### src/rtl/md_div_unit.sv
// RV32M divide unit: DIV/DIVU/REM/REMU via 32-step restoring division.
// Divide-by-zero and signed overflow finish early; flush aborts, rst clears all.
module md_div_unit #(
    parameter int unsigned XLEN = 32
) (
    input  logic            clk,
    input  logic            rst,
    input  logic            valid_i,
    input  logic [2:0]      funct3_i,
    input  logic [XLEN-1:0] src1_i,
    input  logic [XLEN-1:0] src2_i,
    input  logic            flush_i,
    output logic            ready_o,
    output logic            busy_o,
    output logic            valid_o,
    output logic [XLEN-1:0] result_o
);

    localparam int unsigned CW = 6;
    localparam logic [CW-1:0] LAST_STEP = CW'(XLEN - 1);
    localparam logic [XLEN-1:0] MIN_NEG = {1'b1, {(XLEN-1){1'b0}}};

    typedef enum logic [1:0] {IDLE, CALC, FIX, DONE} state_t;

    state_t          state, next_state;
    logic [CW-1:0]   cnt;
    logic [XLEN-1:0] acc;
    logic [XLEN-1:0] quo;
    logic [XLEN-1:0] dvs;
    logic            op_rem;
    logic            neg_q;
    logic            neg_r;

    logic            accept;
    logic            is_signed;
    logic            s1_neg;
    logic            s2_neg;
    logic            div_zero;
    logic            overflow;
    logic            special;
    logic [XLEN-1:0] special_res;
    logic [XLEN:0]   shifted;
    logic [XLEN:0]   trial;
    logic [XLEN-1:0] fix_res;

    // Request decode at the accept point
    assign accept    = valid_i && (state == IDLE) && !flush_i && funct3_i[2];
    assign is_signed = !funct3_i[0];
    assign s1_neg    = is_signed && src1_i[XLEN-1];
    assign s2_neg    = is_signed && src2_i[XLEN-1];
    assign div_zero  = (src2_i == '0);
    assign overflow  = is_signed && (src1_i == MIN_NEG) && (src2_i == '1);
    assign special   = div_zero || overflow;

    always_comb begin
        special_res = '0;
        if (div_zero) begin
            special_res = funct3_i[1] ? src1_i : '1;
        end else begin
            special_res = funct3_i[1] ? '0 : MIN_NEG;
        end
    end

    // One restoring step: shift {acc,quo}, trial-subtract the divisor
    assign shifted = {acc, quo[XLEN-1]};
    assign trial   = shifted - {1'b0, dvs};

    assign fix_res = op_rem ? (neg_r ? (XLEN'(0) - acc) : acc)
                            : (neg_q ? (XLEN'(0) - quo) : quo);

    always_ff @(posedge clk) begin
        if (rst) begin
            state <= IDLE;
        end else begin
            state <= next_state;
        end
    end

    always_comb begin
        next_state = state;
        case (state)
            IDLE:    if (accept) next_state = special ? DONE : CALC;
            CALC:    if (cnt == LAST_STEP) next_state = FIX;
            FIX:     next_state = DONE;
            DONE:    next_state = IDLE;
            default: next_state = IDLE;
        endcase
        if (flush_i) begin
            next_state = IDLE;
        end
    end

    always_comb begin
        ready_o = 1'b0;
        busy_o  = 1'b0;
        valid_o = 1'b0;
        case (state)
            IDLE:    ready_o = 1'b1;
            CALC:    busy_o  = 1'b1;
            FIX:     busy_o  = 1'b1;
            DONE: begin
                busy_o  = 1'b1;
                valid_o = 1'b1;
            end
            default: ready_o = 1'b0;
        endcase
    end

    // Datapath: operand capture, iteration, sign fix-up and result register
    always_ff @(posedge clk) begin
        if (rst) begin
            cnt      <= '0;
            acc      <= '0;
            quo      <= '0;
            dvs      <= '0;
            op_rem   <= 1'b0;
            neg_q    <= 1'b0;
            neg_r    <= 1'b0;
            result_o <= '0;
        end else if (accept) begin
            cnt    <= '0;
            acc    <= '0;
            quo    <= s1_neg ? (XLEN'(0) - src1_i) : src1_i;
            dvs    <= s2_neg ? (XLEN'(0) - src2_i) : src2_i;
            op_rem <= funct3_i[1];
            neg_q  <= s1_neg ^ s2_neg;
            neg_r  <= s1_neg;
            if (special) begin
                result_o <= special_res;
            end
        end else if (state == CALC && !flush_i) begin
            cnt <= cnt + CW'(1);
            if (!trial[XLEN]) begin
                acc <= trial[XLEN-1:0];
                quo <= {quo[XLEN-2:0], 1'b1};
            end else begin
                acc <= shifted[XLEN-1:0];
                quo <= {quo[XLEN-2:0], 1'b0};
            end
        end else if (state == FIX && !flush_i) begin
            result_o <= fix_res;
        end
    end

endmodule

### config.mk
export PLATFORM = sky130hd
export DESIGN_NAME = md_div_unit
export DESIGN_NICKNAME = d
export VERILOG_FILES = /design/src/rtl/md_div_unit.sv
export SDC_FILE = /design/constraint.sdc
export NUM_CORES = 1
export LEC_CHECK = 0
export ABC_AREA = 1
export CAP_MARGIN = 10
export CORE_MARGIN = 2
export CORE_UTILIZATION = 44
export CTS_CLUSTER_DIAMETER = 150
export DETAILED_ROUTE_END_ITERATION = 7
export DONT_BUFFER_PORTS = 1
export PLACE_DENSITY = 0.61
export SLEW_MARGIN = 20
export SYNTH_ARGS = -nofsm -noshare
export SYNTH_HDL_FRONTEND = slang
export SYNTH_SLANG_ARGS = --single-unit
### constraint.sdc
create_clock -name clk -period 2.5 [get_ports clk]
set_input_delay 0.25 -clock clk [delete_from_list [all_inputs] [get_ports clk]]
set_output_delay 0.25 -clock clk [all_outputs]
set_load 0.03 [all_outputs]
==> reports/summary.log, run 1 <==
[route] WL per Instance 18.46 µm
[route] residual DRC count 0
[placed_design] cell count after placement 2625
[critical_path] Worst R2R Start dvs[16]$_SDFFE_PP0P_
[power_and_ir_drop] ratio of total power to cell area 556.9 nW/µm²
[finish] post-layout util 50.07%
[clocking] Clock Root Buffer clkbuf_16
[clocking] buffers from clock root to sink, at most 2
[global_route] number of antenna violations at the first check in global routing 5
[floorplan] cell row count 62
[route] Routed WL 49.44 mm
[critical_path] Worst R2R Setup Slack 0.11 ns
[synthesis] post-synthesis instance total 2255
[critical_path] endpoint of the worst register-to-register path acc[19]$_SDFFE_PP0P_
[synthesis] count of yosys warnings during synthesis 0
[critical_path] CP required 2.86 ns
[finish] Filler cells 3182
[critical_path] R2R depth 14
[sta] Pins Over Slew Limit 0
[hold_path] startpoint of the lowest-slack hold path src1_i[14]
[global_route] wire length of the first global-routing pass 75.10 mm
[synthesis] mux share of post-synthesis cell area 0%
[power_and_ir_drop] leakage 7.047 nW
[sta] final setup violating endpoints 0
[floorplan] area inside the core boundary 28550 µm²
[sta] share of the cycle needed by the critical path after routing 95.80%
[sta] peak clock frequency supported by timing 0.4176 GHz
[sta] hold violation count in the final report 0
[sta] slew at the pin with the worst max-slew slack 1.111 ns
[placed_design] input/output buffers 0
[floorplan] die boundary width 173.8 µm
[synthesis] post-synthesis share of cell area spent on full adders, half adders and majority gates 4.401%
[sta] min Tclk post-route 2.395 ns
[critical_path] Worst Path Class, Setup reg -> reg
[synthesis] Avg Inst Size Synth 5.623 µm²
[route] via count normalized by instance count 5.500
[sta] unrepaired setup endpoints after global routing no
[synthesis] register bit total from synthesis 139
[clocking] CTS clock-pin slew for the worst setup and hold paths 0.07 ns
[global_route] vias in the first global route 13200
[clocking] source-to-sink clock delay at the later pin of the worst-skew pair 0.44 ns
[floorplan] top-level I/O count 106
[synthesis] Post-Synth XOR/XNOR Area 2.072%
[finish] fin nets 2395
[placed_design] GPL Wtd Cong 0.9899
[synthesis] Synth Cell Area 12680 µm²
[hold_path] classification of the worst-slack hold path in -> reg
[sta] Min Hold Slack 0.002066 ns
[power_and_ir_drop] overall power of the completed layout 7.960 mW
[critical_path] CP arrival 2.76 ns
[global_route] Overall Global Routing Usage 31.83%
[critical_path] Critical Path Start Type flip-flop
[sta] max_slew headroom 25.66%
[synthesis] share of synthesized area occupied by flip-flops and latches 21.95%
[global_route] pin count of the biggest net entering global routing 64
[route] ANT nets after route 0
[synthesis] predominant post-synthesis flop cell dfxtp_1
[finish] Area growth, synth to finish 12.72%
[global_route] GRT overflow 0
[floorplan] height of the chip 173.8 µm
[synthesis] synthesized netlist net count 2370
[synthesis] main combinational cell family by area after synthesis simple AND/OR/NAND/NOR gates
[synthesis] number of flops mapped to enable cells by yosys 0
[clocking] number of levels the H-tree was split into 4
[synthesis] distinct cell type count after synthesis 49
[hold_path] worst hold endpoint quo[14]$_SDFFE_PP0P_
[route] Starting DRT DRC Count 1578
[floorplan] Die Area 30190 µm²
[clocking] clock sink count 139
[synthesis] share of the synthesized area in compound gates (AO/OA/AOI/OAI) 15.51%
[finish] most common cell after layout, fill and taps aside nand2_1
[status] status complete, no violations
[floorplan] initial cell density of the core 44.42%
[synthesis] basic-gate share of the synthesized area counting and, or, nand and nor cells 42.83%
[placed_design] estimated wirelength of the detail-placed design 39.05 mm
[sta] summed negative setup slack over all endpoints 0 ns
[finish] share of post-route cells with drive strength above 1 7.676%
[route] via count of the routed design 14730
[clocking] total CTS buffers 17
[finish] most frequent cells in the layout nand2_1 (678), inv_1 (337), nor2_1 (227)
[sta] Worst Clk Skew 0.01532 ns
[run] number of maximum-capacitance constraint violations 0
[hold_path] number of stages on the worst hold path 2
[route] first-pass iteration count of the detailed router 6
[clocking] clock tree from TritonCTS yes
[critical_path] crit-path max FO 4
[finish] number of standard cells in the final layout excluding fillers 2678
[critical_path] category of the worst setup path capture point flip-flop
[power_and_ir_drop] worst vdd ir 479.0 µV
[synthesis] async set-or-reset flop fraction in the synthesized netlist 0%
==> state kept, by name, indices dropped and copies added, names as in the netlist <==
name	count
neg_r	1
quo	32
op_rem	1
cnt	6
neg_q	1
result_o	32
acc	32
dvs	32
state	2
==> cell usage after synthesis (all sizes together) (27+ instances only) <==
library cell | instances | area [µm²]
dfxtp | 139 | 2783
ha | 43 | 538.0
o21ai | 152 | 760.7
inv | 348 | 1306
o22ai | 38 | 237.7
xor2 | 27 | 236.5
a21oi | 118 | 613.1
nor3 | 39 | 226.5
nand2 | 691 | 2638
nand3 | 231 | 1196
buf | 28 | 188.9
nor2 | 244 | 973.4
clkbuf | 47 | 176.4
nand4 | 27 | 190.2
==> power breakdown <==
part	internal (mW)	switching (mW)	leakage [nW]
sequential	2.29	0.0892	1.13
clock	1.52	1.19	0.296
combinational	1.01	1.87	5.63
==> layout make-up <==
cell class | instances | area, µm² | area share (%)
antenna | 1 | 2.502 | 0.01751
clock buffer | 18 | 429.2 | 3.003
tap | 384 | 480.5 | 3.362
inverter | 350 | 1314 | 9.192
clock inverter | 14 | 176.4 | 1.234
timing repair buffer | 81 | 777.0 | 5.436
multi-input combinational | 1691 | 8329 | 58.28
sequential | 139 | 2784 | 19.48
==> through the flow <==
step	cell area [µm²]	setup WS, ns
CTS	14070	0.1012
detailed placement	13310	0.002563
global route	14290	0.0005995
global placement	13310	0.05925
finish	14290	0.1051
floorplan	12680	0.2437
==> layer usage <==
| metal | wire (µm) | up-vias | share of wire [%] | GRT usage [%] |
|---|---|---|---|---|
| li1 | - | 7292 | - | - |
| met1 | 22770 | 6681 | 46 | 46.04 |
| met2 | 20420 | 688 | 41 | 46.95 |
| met3 | 5119 | 67 | 10 | 7.785 |
| met4 | 1131 | 0 | 2.3 | 8.438 |
| met5 | 0 | - | 0 | 0 |
==> worst max path at each step <==
stage | start | endpoint | cells after the start
3_3_place_gp | src1_i[1] | result_o[31]$_SDFFE_PP0P_ | 15
6_report | dvs[16]$_SDFFE_PP0P_ | acc[19]$_SDFFE_PP0P_ | 14
5_1_grt | quo[31]$_SDFFE_PP0P_ | acc[31]$_SDFFE_PP0P_ | 19
2_1_floorplan | quo[31]$_SDFFE_PP0P_ | acc[10]$_SDFFE_PP0P_ | 18
3_5_place_dp | src1_i[1] | result_o[14]$_SDFFE_PP0P_ | 15
4_1_cts | quo[31]$_SDFFE_PP0P_ | acc[10]$_SDFFE_PP0P_ | 18
==> worst max-delay path: stages, from the launching register on <==
cell,delay [ns]
dfxtp_1,0.31
inv_1,0.09
ha_1,0.41
nand2_1,0.14
nor2_1,0.20
inv_1,0.06
nor2_1,0.31
nand3_1,0.17
nand3_1,0.11
nand2_1,0.06
nand2_1,0.11
inv_1,0.07
nand2_1,0.07
nand3_1,0.06
a21oi_1,0.13
==> cells by family (layout without fill, tap and decap cells) <==
| family | after synthesis | count (layout) |
|---|---|---|
| other | 0 | 1 |
| and+or+nand+nor | 1262 | 1262 |
| DFF | 139 | 139 |
| xor gates and xnor gates | 30 | 30 |
| AOI/OAI and AO/OA | 355 | 355 |
| buffers and inverters | 425 | 463 |
| adders and majority gates | 44 | 44 |
==> what timing repair did <==
action | 4_1_cts | 5_1_grt
hold buffers | 15 | 0
buffers inserted | 0 | 1
endpoints found under the setup margin | 0 | 37
resized for setup | 0 | 28
endpoints found under the hold margin | 30 | 0
(Power assumes the default switching activity.)
==> inputs of run 2 (changes only) <==
--- a/config.mk
+++ b/config.mk
@@ -9,10 +9,12 @@
 export CAP_MARGIN = 10
 export CORE_MARGIN = 2
 export CORE_UTILIZATION = 44
+export CTS_BUF_LIST = sky130_fd_sc_hd__clkbuf_8
 export CTS_CLUSTER_DIAMETER = 150
 export DETAILED_ROUTE_END_ITERATION = 7
 export DONT_BUFFER_PORTS = 1
 export PLACE_DENSITY = 0.61
+export REMOVE_ABC_BUFFERS = 1
 export SLEW_MARGIN = 20
 export SYNTH_ARGS = -nofsm -noshare
 export SYNTH_HDL_FRONTEND = slang
==> run 2 against run 1 <==
  * Routed wire length decreased by 3.9%
  * Maximum frequency increased by 1.5%
  * Count of clock-buffer cells in the layout decreased by 1
  * Die area unchanged
  * Highest routed layer unchanged
  * First-iteration DRC count decreased by 10%
==> reports/summary.log, run 2 (synthesis results as in run 1) <==
[clocking] total CTS buffers 17 [unchanged]
[finish] post-layout util 50.39% [was 50.07%]
[status] status complete, no violations [unchanged]
[finish] Sequential Area 2789 µm² [was 2784 µm²]
[route] ANT nets after route 0 [unchanged]
[floorplan] top-level I/O count 106 [unchanged]
[critical_path] CP required 2.84 ns [was 2.86 ns]
[hold_path] number of stages on the worst hold path 2 [unchanged]
[power_and_ir_drop] ratio of total power to cell area 511.0 nW/µm² [was 556.9 nW/µm²]
[route] Starting DRT DRC Count 1419 [was 1578]
[sta] share of the cycle needed by the critical path after routing 94.34% [was 95.80%]
[route] Routed WL 47.49 mm [was 49.44 mm]
[global_route] wire length of the first global-routing pass 73.44 mm [was 75.10 mm]
[power_and_ir_drop] leakage 7.092 nW [was 7.047 nW]
[sta] slew at the pin with the worst max-slew slack 1.069 ns [was 1.111 ns]
[sta] peak clock frequency supported by timing 0.4240 GHz [was 0.4176 GHz]
[sta] Worst Clk Skew 0.01972 ns [was 0.01532 ns]
[finish] most frequent cells in the layout nand2_1 (674), inv_1 (333), nor2_1 (224) [was nand2_1 (678), inv_1 (337), nor2_1 (227)]
[finish] most common cell after layout, fill and taps aside nand2_1 [unchanged]
[global_route] Overall Global Routing Usage 30.58% [was 31.83%]
[critical_path] R2R depth 16 [was 14]
[floorplan] cell row count 62 [unchanged]
[critical_path] category of the worst setup path capture point flip-flop [unchanged]
[finish] share of post-route cells with drive strength above 1 8.801% [was 7.676%]
[global_route] GRT overflow 0 [unchanged]
[global_route] pin count of the biggest net entering global routing 52 [was 64]
[clocking] CTS clock-pin slew for the worst setup and hold paths 0.10 ns [was 0.07 ns]
[finish] fin nets 2421 [was 2395]
[finish] Area growth, synth to finish 13.46% [was 12.72%]
[critical_path] crit-path max FO 10 [was 4]
[placed_design] estimated wirelength of the detail-placed design 36.91 mm [was 39.05 mm]
[route] via count normalized by instance count 5.507 [was 5.500]
[floorplan] height of the chip 173.8 µm [unchanged]
[global_route] vias in the first global route 13540 [was 13200]
[clocking] number of levels the H-tree was split into 4 [unchanged]
[critical_path] Critical Path Start Type flip-flop [unchanged]
[critical_path] CP arrival 2.70 ns [was 2.76 ns]
[critical_path] Worst Path Class, Setup reg -> reg [unchanged]
[floorplan] initial cell density of the core 44.42% [unchanged]
[route] residual DRC count 0 [unchanged]
[sta] min Tclk post-route 2.358 ns [was 2.395 ns]
[clocking] clock tree from TritonCTS yes [unchanged]
[clocking] source-to-sink clock delay at the later pin of the worst-skew pair 0.46 ns [was 0.44 ns]
[hold_path] classification of the worst-slack hold path in -> reg [unchanged]
[clocking] clock sink count 139 [unchanged]
[placed_design] input/output buffers 0 [unchanged]
[route] WL per Instance 17.58 µm [was 18.46 µm]
[floorplan] die boundary width 173.8 µm [unchanged]
[finish] number of diodes 0 [was 1]
[floorplan] Die Area 30190 µm² [unchanged]
[finish] area of the multi-input gates 8366 µm² [was 8329 µm²]
[route] first-pass iteration count of the detailed router 6 [unchanged]
[sta] hold violation count in the final report 0 [unchanged]
[sta] final setup violating endpoints 0 [unchanged]
[run] number of maximum-capacitance constraint violations 0 [unchanged]
[route] via count of the routed design 14880 [was 14730]
[global_route] number of antenna violations at the first check in global routing 0 [was 5]
[floorplan] area inside the core boundary 28550 µm² [unchanged]
[placed_design] GPL Wtd Cong 0.9686 [was 0.9899]
[power_and_ir_drop] worst vdd ir 319.6 µV [was 479.0 µV]
[finish] Filler cells 3107 [was 3182]
[clocking] buffers from clock root to sink, at most 2 [unchanged]
[sta] max_slew headroom 28.52% [was 25.66%]
[placed_design] Placement Cell Area 13360 µm² [was 13310 µm²]
[clocking] Clock Root Buffer clkbuf_8 [was clkbuf_16]
[finish] final instance area 14390 µm² [was 14290 µm²]
[sta] Pins Over Slew Limit 0 [unchanged]
-- run 2: changes by cell type in the layout (fill, tap and decap cells not counted), sizes merged --
cell         delta
clkinv          +2
diode           -1
buf             +9
dlygate4sd3    +16
nand2           +1
inv             -3
bufinv          +1
clkbuf          -1
-- run 2: final timing paths --
| kind | startpoint | endpoint | slack [ns] |
|---|---|---|---|
| worst min-delay path | src2_i[0] | dvs[0]$_SDFFE_PP0P_ | 0.009 |
| worst min register to register | dvs[29]$_SDFFE_PP0P_ | dvs[29]$_SDFFE_PP0P_ | 0.47 |
| worst max-delay path | dvs[8]$_SDFFE_PP0P_ | acc[12]$_SDFFE_PP0P_ | 0.14 |
| worst max register to register | dvs[8]$_SDFFE_PP0P_ | acc[12]$_SDFFE_PP0P_ | 0.14 |
-- run 2: stage by stage --
| step | hold slack (ns) | instances | setup slack [ns] | total power [mW] | TNS [ns] |
|---|---|---|---|---|---|
| 6_report | 0.009368 | 2702 | 0.1415 | 7.352 | 0 |
| 5_1_grt | 0.01852 | 2702 | -0.01623 | 7.802 | -0.02862 |
| 4_1_cts | 0.005422 | 2692 | 0.01243 | 7.010 | 0 |
| 3_5_place_dp | 0.3172 | 2630 | 0.04285 | 4.924 | 0 |
| 3_3_place_gp | 0.3148 | 2630 | 0.1179 | 4.905 | 0 |
| 2_1_floorplan | 0.3124 | 2180 | -1.185 | 4.132 | -68.22 |
-- run 2: what timing repair did --
item	4_1_cts	5_1_grt
endpoints found under the hold margin	45	0
gates resized for setup	0	42
hold buffers	31	0
setup endpoints to repair	0	35
setup buffers	0	3
-- run 2: where the power goes --
group	internal (mW)	leakage [nW]	switching, mW	total [mW]
clock network	1.01	0.210	1.05	2.05
registers	2.29	1.13	0.0852	2.37
logic	1.04	5.75	1.89	2.93
total	4.33	7.09	3.02	7.35
-- run 2: final cells by class --
| type | count | area share [%] |
|---|---|---|
| Multi-Input combinational cell | 1692 | 58.15 |
| Sequential cell | 139 | 19.39 |
| Inverter | 350 | 9.149 |
| Timing Repair Buffer | 106 | 7.071 |
| Tap cell | 384 | 3.340 |
| Clock buffer | 17 | 1.626 |
| Clock inverter | 14 | 1.278 |
-- run 2: routing by layer --
layer / global-route usage [%] / share of wire [%] / up-vias
met4: 10.29 / 2.9 / 0
met3: 7.083 / 9.4 / 80
met2: 47.58 / 43 / 627
li1: - / - / 7345
met1: 41.60 / 45 / 6827
met5: 0 / 0 / -
-- run 2: critical path, cell delays in order (launching register included) --
cell and delay, ns:
dfxtp_1 0.32, inv_1 0.11, ha_1 0.39, nand2_1 0.11, nor2_1 0.14, inv_1 0.05
nor2_1 0.14, nand2_1 0.09, nand2_2 0.08, nand2_2 0.08, nand2_2 0.08, nand2_2 0.09
nand2_4 0.16, buf_12 0.15, nand2_1 0.07, nand3_1 0.10, a21oi_1 0.07
==> inputs of run 3 (changes only) <==
--- a/config.mk
+++ b/config.mk
@@ -8,14 +8,13 @@
 export ABC_AREA = 1
 export CAP_MARGIN = 10
 export CORE_MARGIN = 2
-export CORE_UTILIZATION = 44
+export CORE_UTILIZATION = 40
 export CTS_BUF_LIST = sky130_fd_sc_hd__clkbuf_8
 export CTS_CLUSTER_DIAMETER = 150
 export DETAILED_ROUTE_END_ITERATION = 7
 export DONT_BUFFER_PORTS = 1
-export PLACE_DENSITY = 0.61
+export PLACE_DENSITY = 0.57
 export REMOVE_ABC_BUFFERS = 1
-export SLEW_MARGIN = 20
 export SYNTH_ARGS = -nofsm -noshare
 export SYNTH_HDL_FRONTEND = slang
 export SYNTH_SLANG_ARGS = --single-unit
==> run 3 against run 2 <==
  * Clock skew increased by 0.0050 ns
  * Die area grew 9.8%
  * Highest routed layer unchanged
  * Maximum frequency grew 0.68%
  * Count of clock-buffer cells in the layout up 3
  * Sequential cell count unchanged
  * Total power down 2.1%
==> reports/summary.log, run 3 (synthesis results as in run 1) <==
[status] status complete, no violations [unchanged]
[critical_path] category of the worst setup path capture point flip-flop [unchanged]
[critical_path] slowest stage delay, CP 0.36 ns [was 0.39 ns]
[sta] peak clock frequency supported by timing 0.4269 GHz [was 0.4240 GHz]
[clocking] total CTS buffers 17 [unchanged]
[critical_path] crit path cell chain inv_1, ha_1, nand4_2, inv_2, nor2_2, buf_4, inv_2, o22ai_1, a21oi_1, nor2_1 [was inv_1, ha_1, nand2_1, nor2_1, inv_1, nor2_1, nand2_1, nand2_2, nand2_2, nand2_2, nand2_2, nand2_4, buf_12, nand2_1, nand3_1, a21oi_1]
[route] ANT nets after route 0 [unchanged]
[finish] number of standard cells in the final layout excluding fillers 2711 [was 2702]
[power_and_ir_drop] overall power of the completed layout 7.199 mW [was 7.352 mW]
[critical_path] cell at the slowest stage of the critical path inv_2 [was ha_1]
[finish] Area growth, synth to finish 12.81% [was 13.46%]
[global_route] vias in the first global route 13740 [was 13540]
[finish] post-layout util 45.56% [was 50.39%]
[power_and_ir_drop] internal portion of total power 4.242 mW [was 4.333 mW]
[floorplan] cell row count 65 [was 62]
[route] via count normalized by instance count 5.435 [was 5.507]
[sta] hold violation count in the final report 0 [unchanged]
[global_route] pin count of the biggest net entering global routing 52 [unchanged]
[route] WL per Instance 18.64 µm [was 17.58 µm]
[placed_design] GPL Wtd Cong 0.9915 [was 0.9686]
[global_route] met1 routing resource usage after global routing 43.09% [was 41.60%]
[global_route] wire length of the first global-routing pass 77.70 mm [was 73.44 mm]
[sta] Pins Over Slew Limit 0 [unchanged]
[critical_path] cell type with the highest occurrence count on the critical path inv_2 [was nand2_2]
[global_route] number of antenna violations at the first check in global routing 1 [was 0]
[power_and_ir_drop] fraction of power consumed by the clock network 26.9% [was 27.9%]
[route] via count of the routed design 14730 [was 14880]
[power_and_ir_drop] combinational share of power 40.1% [was 39.8%]
[clocking] clock tree from TritonCTS yes [unchanged]
[finish] share of post-route cells with drive strength above 1 8.406% [was 8.801%]
[hold_path] classification of the worst-slack hold path in -> reg [unchanged]
[run] number of maximum-capacitance constraint violations 0 [unchanged]
[sta] final setup violating endpoints 0 [unchanged]
[clocking] clock sink count 139 [unchanged]
[clocking] CTS clock-pin slew for the worst setup and hold paths 0.09 ns [was 0.10 ns]
[sta] slew at the pin with the worst max-slew slack 1.053 ns [was 1.069 ns]
[floorplan] top-level I/O count 106 [unchanged]
[global_route] GR Layer Usage met2 45.94% [was 47.58%]
[route] Starting DRT DRC Count 1508 [was 1419]
[power_and_ir_drop] worst vdd ir 341.4 µV [was 319.6 µV]
[global_route] met3 GRT Util 5.736% [was 7.083%]
[route] residual DRC count 0 [unchanged]
[route] Routed WL 50.53 mm [was 47.49 mm]
[sta] Min Hold Slack 0.01966 ns [was 0.009368 ns]
[critical_path] Critical Path Start Type flip-flop [unchanged]
[floorplan] area inside the core boundary 31390 µm² [was 28550 µm²]
[sta] unrepaired setup endpoints after global routing yes
[critical_path] Worst Path Class, Setup reg -> reg [unchanged]
[sta] min Tclk post-route 2.342 ns [was 2.358 ns]
[sta] Worst Clk Skew 0.02472 ns [was 0.01972 ns]
[power_and_ir_drop] share of total power in sequential cells 33.0% [was 32.3%]
[clocking] buffers from clock root to sink, at most 2 [unchanged]
[critical_path] crit-path max FO 26 [was 10]
[floorplan] Die Area 33140 µm² [was 30190 µm²]
[clocking] post-CTS repair timing setup buffer count 0 [unchanged]
[placed_design] input/output buffers 0 [unchanged]
[critical_path] CP arrival 2.63 ns [was 2.70 ns]
[finish] most common cell after layout, fill and taps aside nand2_1 [unchanged]
[global_route] layer carrying the most global-route usage met2 [unchanged]
[floorplan] height of the chip 182.0 µm [was 173.8 µm]
[power_and_ir_drop] switching part of the total power 41.07% [was 41.06%]
[power_and_ir_drop] power spent charging and discharging nets 2.957 mW [was 3.019 mW]
[global_route] Overall Global Routing Usage 30.19% [was 30.58%]
[floorplan] initial cell density of the core 40.39% [was 44.42%]
[placed_design] cell count after placement 2647 [was 2630]
[floorplan] die boundary width 182.0 µm [was 173.8 µm]
[finish] fin nets 2412 [was 2421]
[sta] max_slew headroom 29.54% [was 28.52%]
[placed_design] estimated wirelength of the detail-placed design 40.06 mm [was 36.91 mm]
[clocking] source-to-sink clock delay at the later pin of the worst-skew pair 0.47 ns [was 0.46 ns]
[route] first-pass iteration count of the detailed router 5 [was 6]
[sta] slack of the critical path 0.1575 ns [was 0.1415 ns]
[clocking] number of levels the H-tree was split into 4 [unchanged]
[sta] share of the cycle needed by the critical path after routing 93.70% [was 94.34%]
[clocking] Clock Root Buffer clkbuf_8 [unchanged]
[power_and_ir_drop] leakage 7.028 nW [was 7.092 nW]
[global_route] GRT overflow 0 [unchanged]
[critical_path] CP required 2.79 ns [was 2.84 ns]
[finish] most frequent cells in the layout nand2_1 (674), inv_1 (335), nand3_1 (223), nor2_1 (223), o21ai_0 (139) [was nand2_1 (674), inv_1 (333), nor2_1 (224)]
[power_and_ir_drop] ratio of total power to cell area 503.3 nW/µm² [was 511.0 nW/µm²]
[placed_design] post-place setup slack 0.005419 ns [was 0.04285 ns]
==> run 3: path summary, 6_finish.rpt <==
| path | slack [ns] | endpoint | startpoint | depth (start not counted) |
|---|---|---|---|---|
| worst min-delay path | 0.02 | dvs[6]$_SDFFE_PP0P_ | src2_i[6] | 3 |
| worst max register to register | 0.16 | quo[31]$_SDFFE_PP0P_ | state[1]$_SDFFE_PP0P_ | 10 |
| worst min register to register | 0.45 | dvs[29]$_SDFFE_PP0P_ | dvs[29]$_SDFFE_PP0P_ | 2 |
| worst max-delay path | 0.16 | quo[31]$_SDFFE_PP0P_ | state[1]$_SDFFE_PP0P_ | 10 |
==> run 3: layer usage <==
layer | wire (µm) | vias to the layer above
met5 | 0 | -
met4 | 1254 | 0
met3 | 4206 | 69
met2 | 21500 | 564
met1 | 23570 | 6782
li1 | - | 7318
==> run 3: critical path, delay by kind of cell (launching register included) <==
kind | cells | cell delay [ns]
simple gates | 3 | 0.32
flops | 1 | 0.34
fa+ha+maj | 1 | 0.20
compound gates | 2 | 0.33
buf+inv | 4 | 0.95
==> run 3: final cells by class <==
class	instances	area, µm²
multi-input combinational	1691	8353
inverter	350	1314
antenna	1	2.502
clock buffer	20	275.3
clock inverter	10	116.4
timing repair buffer	98	953.4
fill	3493	17090
sequential	139	2786
tap	402	503.0
==> run 3: stage by stage <==
| step | setup TNS (ns) | cell area [µm²] |
|---|---|---|
| after floorplan | -68.22 | 12310 |
| after global placement | 0 | 13390 |
| after detailed placement | 0 | 13390 |
| after CTS | 0 | 14070 |
| after global routing | -0.004434 | 14300 |
| final | 0 | 14300 |
==> run 3: timing repair <==
item                                    4_1_cts  5_1_grt
endpoints found under the setup margin        0       35
hold buffers                                 29        0
resized for setup                             0       37
endpoints found under the hold margin        44        0
==> run 3: power by group through the flow <==
stage	Combinational, mW	Sequential [mW]	Clock (mW)
6_report	2.89	2.37	1.94
5_1_grt	3.22	2.38	2.04
4_1_cts	2.62	2.37	1.96
3_5_place_dp	2.56	2.42	0
3_3_place_gp	2.56	2.42	0
2_1_floorplan	1.72	2.41	0
